<file path="config.mk">
export PLATFORM = sky130hd
export DESIGN_NAME = wb_cmd_master
export DESIGN_NICKNAME = d
export VERILOG_FILES = /design/src/rtl/wb_master_pkg.sv /design/src/rtl/wb_rst_gen.sv /design/src/rtl/wb_cmd_master.sv
export SDC_FILE = /design/constraint.sdc
export NUM_CORES = 1
export LEC_CHECK = 0
export BUFFER_PORTS_ARGS = -buffer_cell sky130_fd_sc_hd__buf_2
export CORE_ASPECT_RATIO = 0.8
export CORE_UTILIZATION = 45
export DETAILED_ROUTE_END_ITERATION = 7
export GPL_TIMING_DRIVEN = 0
export PLACE_DENSITY = 0.87
export SETUP_SLACK_MARGIN = 0.3
export SKIP_LAST_GASP = 1
export SLEW_MARGIN = 5
export SYNTH_ARGS = -nofsm -noshare
export SYNTH_HDL_FRONTEND = slang
export SYNTH_SLANG_ARGS = --single-unit
</file>
<file path="constraint.sdc">
create_clock -name wb_clk_i -period 2.3 [get_ports wb_clk_i]
set_input_delay 0.46 -clock wb_clk_i [delete_from_list [all_inputs] [get_ports wb_clk_i]]
set_output_delay 0.46 -clock wb_clk_i [all_outputs]
set_load 0.01 [all_outputs]
</file>
<file path="src/rtl/wb_master_pkg.sv">
// wb_master_pkg: shared widths, FSM states and command/response records for wb_cmd_master.
// Contents:
//   WB_ADR_W / WB_DAT_W / WB_SEL_W  default Wishbone address, data and byte-select widths
//   state_e                         initiator FSM states IDLE, REQ, RSP
//   wb_cmd_t                        captured command {we, adr, dat, sel}
//   wb_rsp_t                        captured response {dat, err, tout}
package wb_master_pkg;
    localparam int WB_ADR_W = 5;
    localparam int WB_DAT_W = 32;
    localparam int WB_SEL_W = WB_DAT_W / 8;

    typedef enum logic [1:0] {IDLE, REQ, RSP} state_e;

    typedef struct packed {
        logic                we;
        logic [WB_ADR_W-1:0] adr;
        logic [WB_DAT_W-1:0] dat;
        logic [WB_SEL_W-1:0] sel;
    } wb_cmd_t;

    typedef struct packed {
        logic [WB_DAT_W-1:0] dat;
        logic                err;
        logic                tout;
    } wb_rsp_t;
endpackage

</file>
<file path="src/rtl/wb_rst_gen.sv">
// wb_rst_gen: turns an async active-low reset into a registered active-high slave reset.
// Ports:
//   i_clk    clock
//   i_rst_n  async active-low reset input
//   o_rst    active-high reset, set asynchronously, released on the RST_HOLD-th edge after i_rst_n rises
module wb_rst_gen #(
    parameter int RST_HOLD = 4
) (
    input  logic i_clk,
    input  logic i_rst_n,
    output logic o_rst
);
    localparam int CW = $clog2(RST_HOLD + 1);

    logic [CW-1:0] r_cnt;
    logic          r_rst;

    // r_cnt counts the remaining hold edges; the output falls on the edge that takes it from 1 to 0
    always_ff @(posedge i_clk or negedge i_rst_n) begin
        if (!i_rst_n) begin
            r_cnt <= CW'(RST_HOLD);
            r_rst <= 1'b1;
        end else begin
            r_cnt <= (r_cnt != '0) ? r_cnt - 1'b1 : r_cnt;
            r_rst <= (r_cnt > CW'(1));
        end
    end

    assign o_rst = r_rst;
endmodule

</file>
<file path="src/rtl/wb_cmd_master.sv">
// wb_cmd_master: Wishbone classic single-cycle initiator driven by a valid/ready command port.
// Optional feature: define WB_MASTER_TIMEOUT_EN to abort a REQ phase after TOUT_CYC cycles with no ack/err.
// Ports:
//   wb_clk_i, wb_rst_n_i                      clock, async active-low reset
//   cmd_valid_i/cmd_ready_o                   command handshake
//   cmd_we_i/cmd_adr_i/cmd_dat_i/cmd_sel_i    command fields
//   rsp_valid_o/rsp_ready_i                   response handshake
//   rsp_dat_o/rsp_err_o/rsp_tout_o            response fields
//   wb_rst_o                                  sync active-high reset to the slave
//   wb_adr_o/wb_dat_o/wb_sel_o/wb_we_o/wb_stb_o/wb_cyc_o  Wishbone request
//   wb_dat_i/wb_ack_i/wb_err_i/wb_int_i       Wishbone response and interrupt
//   irq_o                                     wb_int_i delayed one cycle
//   busy_o                                    transaction in progress
module wb_cmd_master
    import wb_master_pkg::*;
#(
    parameter int ADR_W    = WB_ADR_W,
    parameter int DAT_W    = WB_DAT_W,
    parameter int RST_HOLD = 4
`ifdef WB_MASTER_TIMEOUT_EN
    ,
    parameter int TOUT_CYC = 16
`endif
) (
    input  logic               wb_clk_i,
    input  logic               wb_rst_n_i,
    input  logic               cmd_valid_i,
    output logic               cmd_ready_o,
    input  logic               cmd_we_i,
    input  logic [ADR_W-1:0]   cmd_adr_i,
    input  logic [DAT_W-1:0]   cmd_dat_i,
    input  logic [DAT_W/8-1:0] cmd_sel_i,
    output logic               rsp_valid_o,
    input  logic               rsp_ready_i,
    output logic [DAT_W-1:0]   rsp_dat_o,
    output logic               rsp_err_o,
    output logic               rsp_tout_o,
    output logic               wb_rst_o,
    output logic [ADR_W-1:0]   wb_adr_o,
    output logic [DAT_W-1:0]   wb_dat_o,
    output logic [DAT_W/8-1:0] wb_sel_o,
    output logic               wb_we_o,
    output logic               wb_stb_o,
    output logic               wb_cyc_o,
    input  logic [DAT_W-1:0]   wb_dat_i,
    input  logic               wb_ack_i,
    input  logic               wb_err_i,
    input  logic               wb_int_i,
    output logic               irq_o,
    output logic               busy_o
);
    state_e  r_state, w_state_nxt;
    wb_cmd_t r_cmd;
    wb_rsp_t r_rsp;
    logic    r_irq;
    logic    w_go, w_done, w_tout;

    wb_rst_gen #(.RST_HOLD(RST_HOLD)) u_rst_gen (
        .i_clk   (wb_clk_i),
        .i_rst_n (wb_rst_n_i),
        .o_rst   (wb_rst_o)
    );

    assign w_go   = cmd_valid_i && cmd_ready_o;
    assign w_done = (r_state == REQ) && (wb_ack_i || wb_err_i || w_tout);

`ifdef WB_MASTER_TIMEOUT_EN
    localparam int TW = $clog2(TOUT_CYC + 1);

    logic [TW-1:0] r_tcnt;

    // r_tcnt holds the number of completed REQ cycles; the last allowed cycle is TOUT_CYC-1
    always_ff @(posedge wb_clk_i or negedge wb_rst_n_i) begin
        if (!wb_rst_n_i) begin
            r_tcnt <= '0;
        end else if (w_go) begin
            r_tcnt <= '0;
        end else if (r_state == REQ) begin
            r_tcnt <= r_tcnt + 1'b1;
        end
    end

    assign w_tout = (r_state == REQ) && (r_tcnt == TW'(TOUT_CYC - 1)) && !wb_ack_i && !wb_err_i;
`else
    assign w_tout = 1'b0;
`endif

    always_ff @(posedge wb_clk_i or negedge wb_rst_n_i) begin
        if (!wb_rst_n_i) begin
            r_state <= IDLE;
        end else begin
            r_state <= w_state_nxt;
        end
    end

    always_comb begin
        w_state_nxt = r_state;
        case (r_state)
            IDLE:    w_state_nxt = w_go ? REQ : IDLE;
            REQ:     w_state_nxt = w_done ? RSP : REQ;
            RSP:     w_state_nxt = rsp_ready_i ? IDLE : RSP;
            default: w_state_nxt = IDLE;
        endcase
    end

    always_ff @(posedge wb_clk_i or negedge wb_rst_n_i) begin
        if (!wb_rst_n_i) begin
            r_cmd <= '0;
            r_rsp <= '0;
            r_irq <= 1'b0;
        end else begin
            r_irq <= wb_int_i;
            if (w_go) begin
                r_cmd.we  <= cmd_we_i;
                r_cmd.adr <= cmd_adr_i;
                r_cmd.dat <= cmd_dat_i;
                r_cmd.sel <= cmd_sel_i;
            end
            // err beats ack; only an error-free read ack returns slave data
            if (w_done) begin
                r_rsp.dat  <= (wb_ack_i && !wb_err_i && !r_cmd.we) ? wb_dat_i : '0;
                r_rsp.err  <= wb_err_i || w_tout;
                r_rsp.tout <= w_tout;
            end
        end
    end

    // cyc/stb/we come straight from the state register so an async reset drops them at once
    assign cmd_ready_o = (r_state == IDLE) && !wb_rst_o;
    assign busy_o      = (r_state != IDLE);
    assign wb_cyc_o    = (r_state == REQ);
    assign wb_stb_o    = (r_state == REQ);
    assign wb_we_o     = (r_state == REQ) && r_cmd.we;
    assign wb_adr_o    = r_cmd.adr;
    assign wb_dat_o    = r_cmd.dat;
    assign wb_sel_o    = r_cmd.sel;
    assign rsp_valid_o = (r_state == RSP);
    assign rsp_dat_o   = r_rsp.dat;
    assign rsp_err_o   = r_rsp.err;
    assign rsp_tout_o  = r_rsp.tout;
    assign irq_o       = r_irq;
endmodule

</file>
==> impl_metrics.py, run 1 <==
metrics = {
    "run_status": {
        "status": "completed",
    },
    "synthesis": {
        "ys.flop_type": "dfrtp_1",
        "synth_common_cells": "dfrtp_1, buf_4, mux2_2",
        "yosys-top-cells-area": "dfrtp_1, mux2_2, buf_4, a22o_1, dfstp_2",
        "yosysWarnings": 0,
        "synth_top_cell_by_area": "dfrtp_1",
        "yosysTopAreaCellShare_pct": 58.7,
        "syn_avg_cell_area_sq_um": 14.3,
        "ys_seq_elements": 82,
        "synth_edf_count": 0,
        "synth-async-reset-ratio_pct": 100,
        "syn_area_sq_um": 3410,
        "postSynthCellCount": 238,
        "yosysMostFrequentCell": "dfrtp_1",
        "synth_seq_area_share_pct": 60.2,
        "synth_fp_nets": 322,
        "ys_types": 25,
    },
    "timing": {
        "drv_slew": 0,
        "period_share_pct": 80.1,
        "rsz0062_at_grt": "false",
        "clock.fmax_ghz": 0.543,
        "skew_ns": 0.00755,
        "finalHoldViolations": 0,
        "fin_setup_tns_ns": 0,
        "final.min_clock_period_ns": 1.84,
        "tightest_slew_ns": 0.660,
        "relSlewSlack_pct": 55.8,
        "setup_violations": 0,
    },
    "detailed_routing": {
        "wl_met2_mm": 3.68,
        "routed_wl_mm": 7.30,
        "drt_iter0_markers": 62,
        "met1_length_mm": 3.07,
        "drtAntennaViolNets": 0,
        "wl_met3_um": 439,
        "top_layer": "met4",
        "vias_per_cell": 4.65,
        "wl_per_cell_um": 14.4,
        "first_pass_iters": 6,
        "num_vias": 2358,
        "drc": 0,
    },
    "die": {
        "die-area_sq_um": 7940,
        "die_w_um": 99.4,
        "num_rows": 28,
        "coreArea_sq_um": 7360,
        "io_pins": 164,
        "start_util_pct": 46.4,
        "chipHeight_um": 79.9,
    },
    "power_and_ir_drop": {
        "internal_power_mw": 4.05,
        "p_sw_mw": 2.00,
        "power_leakage_nw": 2.42,
        "vdd_ir_drop_max_v": 0.000534,
        "p_comb_share_pct": 44.8,
        "power_density_nw_per_um2": 1340,
        "netSwitchingFraction_pct": 33.0,
        "pwr-share-clk_pct": 14.8,
        "seq_power_share_pct": 40.4,
    },
    "global_route": {
        "grt-ovfl-total": 0,
        "grt_usage_pct": 18.7,
        "grt_max_degree": 45,
        "grt_pass1_vias": 2326,
        "antenna_found_initial": 0,
        "grt_pass1_wl_mm": 11.3,
    },
    "clock_network": {
        "cts.sinks": 82,
        "cts_resized": 0,
        "cts_max_path_buffers": 2,
        "clkLatencyLatePin_ns": 0.34,
        "cts_buffers": 9,
        "post_cts_buffers": 0,
        "cts_tree": "done",
        "clockRootBuffer": "clkbuf_8",
        "hold_buffers": 0,
        "path_clk_slew_ns": 0.08,
        "htreeDepth": 3,
    },
    "final_layout": {
        "area_growth_pct": 32.5,
        "final_area_sq_um": 4520,
        "nets": 496,
        "diodes": 0,
        "drive_gt1_share_pct": 65.5,
    },
    "place": {
        "port_buffers": 162,
        "dp_hpwl_mm": 5.53,
        "globalplace.congestion": 0.707,
        "placed_area_sq_um": 4360,
    },
    "worst_setup_path": {
        "worstSetupPathType": "reg2out",
        "critical_path_peak_fanout": 6,
        "startpoint_type": "flip-flop",
        "crit_arrival_ns": 1.38,
        "required_ns": 1.84,
        "end_kind": "output port",
    },
    "worst_hold_path": {
        "hold_class": "in2async",
    },
    "flow_run": {
        "maxCapViolations": 0,
    },
}
==> metal layers <==
metal,track usage [%],vias to the layer above
li1,-,1138
met1,21.8,1114
met2,32.4,92
met3,5.87,14
met4,6.91,0
met5,0,-
==> sequential cells by signal, summed over array words and instances (netlist names) <==
signal	cells
rsp_err_o	1
r_state	2
r_cmd	1
rsp_dat_o	32
wb_dat_o	32
u_rst_gen.r_cnt	3
u_rst_gen.o_rst	1
wb_adr_o	5
wb_sel_o	4
irq_o	1
==> placed cells by master (no fill, tap or decap), types with 2 or more instances in the layout <==
master,n
inv_1,3
nand2b_1,3
dfrtp_1,80
nor2_1,4
ha_1,3
buf_2,167
clkbuf_8,9
mux2_2,39
clkinvlp_4,2
a22o_1,33
a21oi_1,3
buf_4,44
dfstp_2,2
buf_6,4
clkbuf_1,3
mux2_1,3
==> through the flow <==
stage	setup slack [ns]	hold slack (ns)	power (mW)	util [%]	std cells
global route	0.400	0.0915	6.46	61.5	507
floorplan	0.729	0.164	4.20	-	238
global placement	0.220	0.470	5.07	58.9	490
detailed placement	0.455	0.466	5.22	59.3	491
finish	0.458	0.0678	6.05	61.5	507
CTS	0.449	0.0766	6.14	61.5	507
==> kinds of logic (layout without fill, tap and decap cells) <==
| family | after synthesis | after routing | share of synthesized area (%) |
|---|---|---|---|
| flops | 82 | 82 | 60.2 |
| buf+inv | 56 | 235 | 12.0 |
| mux | 43 | 43 | 14.1 |
| compound gates | 39 | 39 | 9.42 |
| simple gates | 13 | 13 | 2.79 |
| fa+ha+maj | 3 | 3 | 1.10 |
| other cells | 1 | 1 | 0.110 |
| xor+xnor | 1 | 1 | 0.257 |
==> power by group through the flow <==
stage / registers [mW] / logic [mW] / clock network, mW
detailed placement: 2.46 / 2.76 / 0
global route: 2.52 / 2.94 / 0.992
floorplan: 2.49 / 1.70 / 0
global placement: 2.41 / 2.66 / 0
CTS: 2.45 / 2.76 / 0.928
finish: 2.44 / 2.71 / 0.896
==> final cells by class <==
cell class | instances | area (sq um)
flip-flops and latches | 82 | 2050
well taps | 90 | 113
fillers | 592 | 2830
plain buffers | 53 | 398
repair buffers | 163 | 833
clock buffers | 12 | 135
multi-input cells | 100 | 950
clock inverters | 4 | 28.8
inverters | 3 | 11.3
==> worst paths after layout <==
kind / start / end / slack (ns) / cells after the start
max in group asynchronous: wb_rst_n_i / u_rst_gen.o_rst / 1.56 / 2
max reg2reg: r_state[1] / wb_sel_o[2] / 0.48 / 3
min reg2reg: wb_dat_o[12] / wb_dat_o[12] / 0.50 / 1
min: wb_rst_n_i / wb_dat_o[30] / 0.07 / 1
min in group wb_clk_i: wb_int_i / irq_o / 0.23 / 1
max: r_state[1] / wb_we_o / 0.46 / 3
==> critical path, stage by stage (launching register included) <==
cell,delay [ns]
dfrtp_1,0.45
and2b_1,0.31
and2_1,0.16
buf_2,0.12
Note: power is estimated with default switching activity, not from simulation.
==> inputs of run 2 (changes only) <==
Settings changed: ABC_AREA from default to 1, CORE_UTILIZATION 45 to 43, PLACE_DENSITY 0.87 to 0.86.
Clock period 2.3 ns to 1.55 ns, I/O delays scaled along.
==> impl_metrics.py, run 2 <==
metrics = {
    "worst_setup_path": {
        "rr_worst_depth": 8,
        "cpMostUsedCell": "buf_6",
        "max_stage_delay_ns": 0.46,
        "crit_arrival_ns": 1.72,
        "r2r-start": "r_state[1]",
        "crit-reg2reg-capture": "wb_dat_o[27]",
        "crit_path_cell_trace": "nor2_4 -> buf_4 -> buf_6 -> nand3_4 -> buf_8 -> buf_6 -> nand2_1 -> o21ai_1",
        "required_ns": 1.77,
        "critical_path_peak_fanout": 10,
        "end_kind": "flip-flop",
        "worstSetupPathType": "reg2reg",
        "endpoint": "wb_dat_o[27]",
        "critPathLaunch": "r_state[1]",
        "startpoint_type": "flip-flop",
        "crit_slowest_cell": "dfrtp_2",
        "ff2ff_setup_slack_ns": 0.05,
    },
    "detailed_routing": {
        "routed_wl_mm": 11.6,
        "drc": 0,
        "vias_per_cell": 4.76,
        "drtAntennaViolNets": 0,
        "first_pass_iters": 4,
        "num_vias": 3525,
        "drt_iter0_markers": 163,
        "wl_per_cell_um": 15.6,
    },
    "place": {
        "globalplace.congestion": 0.817,
        "dp_hpwl_mm": 6.26,
        "port_buffers": 162,
        "placed_cells": 674,
    },
    "global_route": {
        "grt_pass1_wl_mm": 16.0,
        "antenna_found_initial": 0,
        "grt_pass1_vias": 3410,
        "grt_max_degree": 48,
        "grt-ovfl-total": 0,
        "grt_usage_pct": 23.1,
    },
    "flow_run": {
        "maxCapViolations": 0,
    },
    "synthesis": {
        "synth_top_cell_by_area": "dfrtp_1",
        "synth_common_cells": "nand2_1, dfrtp_1, inv_1",
        "ys_types": 24,
        "synth_seq_area_share_pct": 55.4,
        "synth-async-reset-ratio_pct": 100,
        "ys_seq_elements": 82,
        "yosys-top-cells-area": "dfrtp_1, nand2_1, buf_4, inv_1, nand3_1",
        "postSynthCellCount": 403,
        "synth_edf_count": 0,
        "yosysWarnings": 0,
        "syn_area_sq_um": 3710,
        "synth_fp_nets": 487,
        "syn_avg_cell_area_sq_um": 9.21,
        "ys.flop_type": "dfrtp_1",
        "yosysMostFrequentCell": "nand2_1",
        "yosysTopAreaCellShare_pct": 54.0,
    },
    "die": {
        "start_util_pct": 45.6,
        "coreArea_sq_um": 8130,
        "chipHeight_um": 85.1,
        "num_rows": 29,
        "die-area_sq_um": 9010,
        "io_pins": 164,
        "die_w_um": 106,
    },
    "timing": {
        "drv_slew": 0,
        "skew_ns": 0.00691,
        "rsz0062_at_grt": "true",
        "final.min_clock_period_ns": 1.50,
        "period_share_pct": 96.8,
        "clock.fmax_ghz": 0.666,
        "finalHoldViolations": 0,
        "setup_violations": 0,
        "fin_setup_tns_ns": 0,
    },
    "final_layout": {
        "drive_gt1_share_pct": 57.4,
        "nets": 711,
        "diodes": 0,
        "utilization_pct": 74.9,
        "area_growth_pct": 64.1,
        "fillCellCount": 524,
        "layout_commonest_cell": "buf_2",
        "fin_cells": 740,
        "most-common-layout-cells": "buf_2, buf_6, nand2_1",
    },
    "clock_network": {
        "cts_max_path_buffers": 2,
        "clkLatencyLatePin_ns": 0.35,
        "htreeDepth": 3,
        "cts_tree": "done",
        "cts.sinks": 82,
        "cts_buffers": 9,
        "clockRootBuffer": "clkbuf_8",
        "path_clk_slew_ns": 0.09,
    },
    "power_and_ir_drop": {
        "power_leakage_nw": 3.38,
        "power_density_nw_per_um2": 1960,
        "finalPower_mw": 11.9,
        "vdd_ir_drop_max_v": 0.00103,
    },
    "run_status": {
        "status": "completed",
    },
    "worst_hold_path": {
        "hold_class": "in2reg",
    },
}
## run 2: cell types whose count changed in the layout (fill, tap and decap cells not counted), sizes merged, moves of 33 or more
cell	previous run	this run
nand2	0	111
buf	216	269
inv	3	52
o21ai	2	45
mux2	42	0
a22o	33	0
nand3	0	33
## run 2: how the worst min path moves through the flow
stage                        end  cells past startpoint        from  slack [ns]
floorplan                  irq_o                      0  wb_rst_n_i        0.01
global placement           irq_o                      1    wb_int_i        0.42
detailed placement  wb_dat_o[20]                      1  wb_rst_n_i        0.30
CTS                        irq_o                      1    wb_int_i        0.06
global route               irq_o                      1    wb_int_i        0.05
finish                     irq_o                      1    wb_int_i        0.07
## run 2: metrics by stage
stage / setup WS [ns] / hold WS, ns / area [sq um]
floorplan: 0.369 / 0.0144 / 3710
global placement: -0.405 / 0.420 / 4660
detailed placement: 0.207 / 0.298 / 4690
CTS: 0.0431 / 0.0594 / 5680
global route: -0.0289 / 0.0510 / 6090
finish: 0.0495 / 0.0703 / 6090
## run 2: critical path: cells and delay by family (launching register included)
family | cells | cell delay, ns
buf+inv | 4 | 0.51
flops | 1 | 0.46
simple gates | 3 | 0.32
compound gates | 1 | 0.09
## run 2: cells by family (layout without fill, tap and decap cells)
group                      count (synthesis)  count (layout)  share of synthesized area (%)
AOI/OAI and AO/OA                         47              47                           7.69
xor gates and xnor gates                   2               2                          0.472
adders and majority gates                  3               3                           1.01
buffers and inverters                    113             342                           17.8
DFF                                       82              82                           55.4
other                                      1               1                          0.101
and+or+nand+nor                          155             155                           17.5
## run 2: cell type report
type | instances | area (sq um) | share of cell area, %
buffer | 61 | 662 | 10.9
sequential | 82 | 2060 | 33.8
clock inverter | 4 | 75.1 | 1.23
multi-input combinational | 208 | 1250 | 20.5
clock buffer | 12 | 145 | 2.38
tap | 108 | 135 | 2.22
timing repair buffer | 213 | 1570 | 25.8
inverter | 52 | 195 | 3.21
## run 2: where the power goes
| part | internal, mW | switching [mW] | leakage [nW] |
|---|---|---|---|
| Sequential | 2.98 | 0.661 | 1.05 |
| Clock | 0.954 | 0.785 | 0.103 |
| Combinational | 3.78 | 2.77 | 2.22 |
## run 2: timing repair
item                                    4_1_cts  5_1_grt
resized for setup                           114       75
buffers inserted                             26       18
pin swaps                                     6       30
endpoints found under the hold margin        35        0
endpoints found under the setup margin       96      126
gates cloned                                  4        1
hold buffers                                  1        0
## run 2: per-layer routing
metal | share of wire (%) | GRT usage, % | up-vias | wire length, um
met2 | 53 | 42.8 | 170 | 6080
met5 | 0 | 0 | - | 0
li1 | - | - | 1632 | -
met1 | 39 | 26.3 | 1695 | 4460
met4 | 2.4 | 6.69 | 0 | 279
met3 | 6.4 | 5.84 | 28 | 734
==> inputs of run 3 (changes only) <==
Settings changed: CORE_ASPECT_RATIO 0.8 to default.
==> impl_metrics.py, run 3 (synthesis gave the netlist of run 2 again) <==
metrics = {
    "place": {
        "port_buffers": 162,
        "place_ws_ns": 0.188,
        "globalplace.congestion": 0.708,
        "placed_cells": 671,
        "placed_area_sq_um": 4680,
        "dp_hpwl_mm": 6.16,
    },
    "global_route": {
        "grtUsageMet3_pct": 6.20,
        "gr-usage-met2_pct": 40.0,
        "antenna_found_initial": 0,
        "grt-ovfl-total": 0,
        "grt_pass1_vias": 3278,
        "use_met1_pct": 25.0,
        "grt_pass1_wl_mm": 15.2,
        "top_usage_layer": "met2",
        "grt_usage_pct": 22.3,
        "grt_max_degree": 54,
    },
    "final_layout": {
        "final_area_sq_um": 6320,
        "seq_area_sq_um": 2060,
        "most-common-layout-cells": "buf_2, buf_6, dfrtp_1",
        "multi_input_area_sq_um": 1340,
        "layout_commonest_cell": "buf_2",
        "diodes": 0,
        "area_growth_pct": 70.4,
        "drive_gt1_share_pct": 59.8,
        "nets": 721,
        "fillCellCount": 494,
        "fin_cells": 747,
    },
    "timing": {
        "finalHoldViolations": 0,
        "drv_slew": 0,
        "setup_violations": 0,
        "rsz0062_at_grt": "true",
        "period_share_pct": 97.2,
        "layout_setup_ws_ns": 0.0437,
        "clock.fmax_ghz": 0.664,
        "final.min_clock_period_ns": 1.51,
        "skew_ns": 0.0146,
    },
    "worst_setup_path": {
        "r2r-start": "r_state[1]",
        "critical_path_peak_fanout": 3,
        "critPathLaunch": "r_state[1]",
        "worstSetupPathType": "reg2out",
        "cp_num_cells": 4,
        "crit_arrival_ns": 1.20,
        "max_stage_delay_ns": 0.45,
        "crit_path_cell_trace": "nor2_4 -> inv_2 -> nor2_2 -> buf_2",
        "crit_buf_inv": 2,
        "cpLargestDelayFamily": "flip-flops",
        "required_ns": 1.24,
        "endpoint": "cmd_ready_o",
        "startpoint_type": "flip-flop",
        "rr_worst_depth": 8,
        "ff2ff_setup_slack_ns": 0.08,
        "end_kind": "output port",
        "crit-reg2reg-capture": "wb_dat_o[5]",
        "crit_slowest_cell": "dfrtp_2",
    },
    "die": {
        "io_pins": 164,
        "start_util_pct": 44.7,
        "die-area_sq_um": 9000,
        "coreArea_sq_um": 8300,
        "chipHeight_um": 94.9,
        "die_w_um": 94.9,
        "num_rows": 33,
    },
    "worst_hold_path": {
        "hold_class": "in2reg",
    },
    "detailed_routing": {
        "vias_per_cell": 4.78,
        "wl_per_cell_um": 15.7,
        "first_pass_iters": 4,
        "drc": 0,
        "num_vias": 3572,
        "routed_wl_mm": 11.7,
        "drt_iter0_markers": 105,
        "drtAntennaViolNets": 0,
    },
    "flow_run": {
        "maxCapViolations": 0,
    },
    "clock_network": {
        "cts_tree": "done",
        "clockRootBuffer": "clkbuf_8",
        "cts_buffers": 9,
        "path_clk_slew_ns": 0.07,
        "cts.sinks": 82,
        "clkLatencyLatePin_ns": 0.34,
        "htreeDepth": 3,
        "cts_max_path_buffers": 2,
    },
    "power_and_ir_drop": {
        "power_leakage_nw": 3.57,
        "p_comb_share_pct": 57.9,
        "vdd_ir_drop_max_v": 0.000793,
        "finalPower_mw": 12.6,
        "internal_power_mw": 8.15,
        "seq_power_share_pct": 29.1,
        "p_sw_mw": 4.49,
        "power_density_nw_per_um2": 2000,
        "netSwitchingFraction_pct": 35.5,
        "pwr-share-clk_pct": 13.0,
    },
    "run_status": {
        "status": "completed",
    },
}
-- run 3: routing by layer --
metal  share of wire, %  up-vias  wire, um
met5                  0        -         0
met2                 54      144      6370
met1                 38     1747      4490
li1                   -     1659         -
met4                2.4        0       277
met3                5.1       22       604
-- run 3: worst min path at each step --
| stage | from | endpoint | slack (ns) | depth (start not counted) |
|---|---|---|---|---|
| detailed placement | wb_rst_n_i | wb_adr_o[0] | 0.27 | 1 |
| finish | wb_int_i | irq_o | 0.08 | 1 |
| global placement | wb_int_i | irq_o | 0.42 | 1 |
| global route | wb_int_i | irq_o | 0.06 | 1 |
| floorplan | wb_rst_n_i | irq_o | 0.01 | 0 |
| CTS | wb_int_i | irq_o | 0.06 | 1 |
-- run 3: stage by stage --
step	hold WS (ns)	TNS (ns)	util [%]
final	0.0827	0	76.1
after global placement	0.420	-34.05	56.1
after CTS	0.0587	0	69.8
after floorplan	0.0144	0	-
after global routing	0.0554	-0.0784	76.1
after detailed placement	0.271	0	56.4
-- run 3: power by group through the flow --
stage	Combinational (mW)	Sequential (mW)	Clock, mW
floorplan	2.40	3.53	0
CTS	5.96	3.55	1.67
global placement	3.77	3.44	0
global route	7.77	3.74	1.76
finish	7.32	3.68	1.64
detailed placement	3.90	3.47	0
-- run 3: area by class of cell --
class | count | share of cell area, %
Inverter | 52 | 3.09
Tap cell | 105 | 2.08
Timing Repair Buffer | 223 | 27.0
Multi-Input combinational cell | 208 | 21.2
Sequential cell | 82 | 32.5
Clock inverter | 4 | 1.11
Clock buffer | 12 | 2.14
Buffer | 61 | 10.8
-- run 3: worst reg2reg max path, cell delays in order, from the launching register on --
cell     delay (ns)
dfrtp_2        0.45
nor2_4         0.14
buf_6          0.11
nand3_4        0.08
buf_8          0.14
buf_6          0.11
buf_6          0.12
buf_12         0.13
o21ai_2        0.13
-- run 3: what timing repair did --
| item | in CTS | in global routing |
|---|---|---|
| buffers inserted | 28 | 22 |
| pin swaps | 2 | 7 |
| hold endpoints to repair | 28 | 0 |
| gates resized for setup | 147 | 96 |
| gates cloned | 6 | 3 |
| hold buffers | 1 | 0 |
| endpoints found under the setup margin | 100 | 121 |
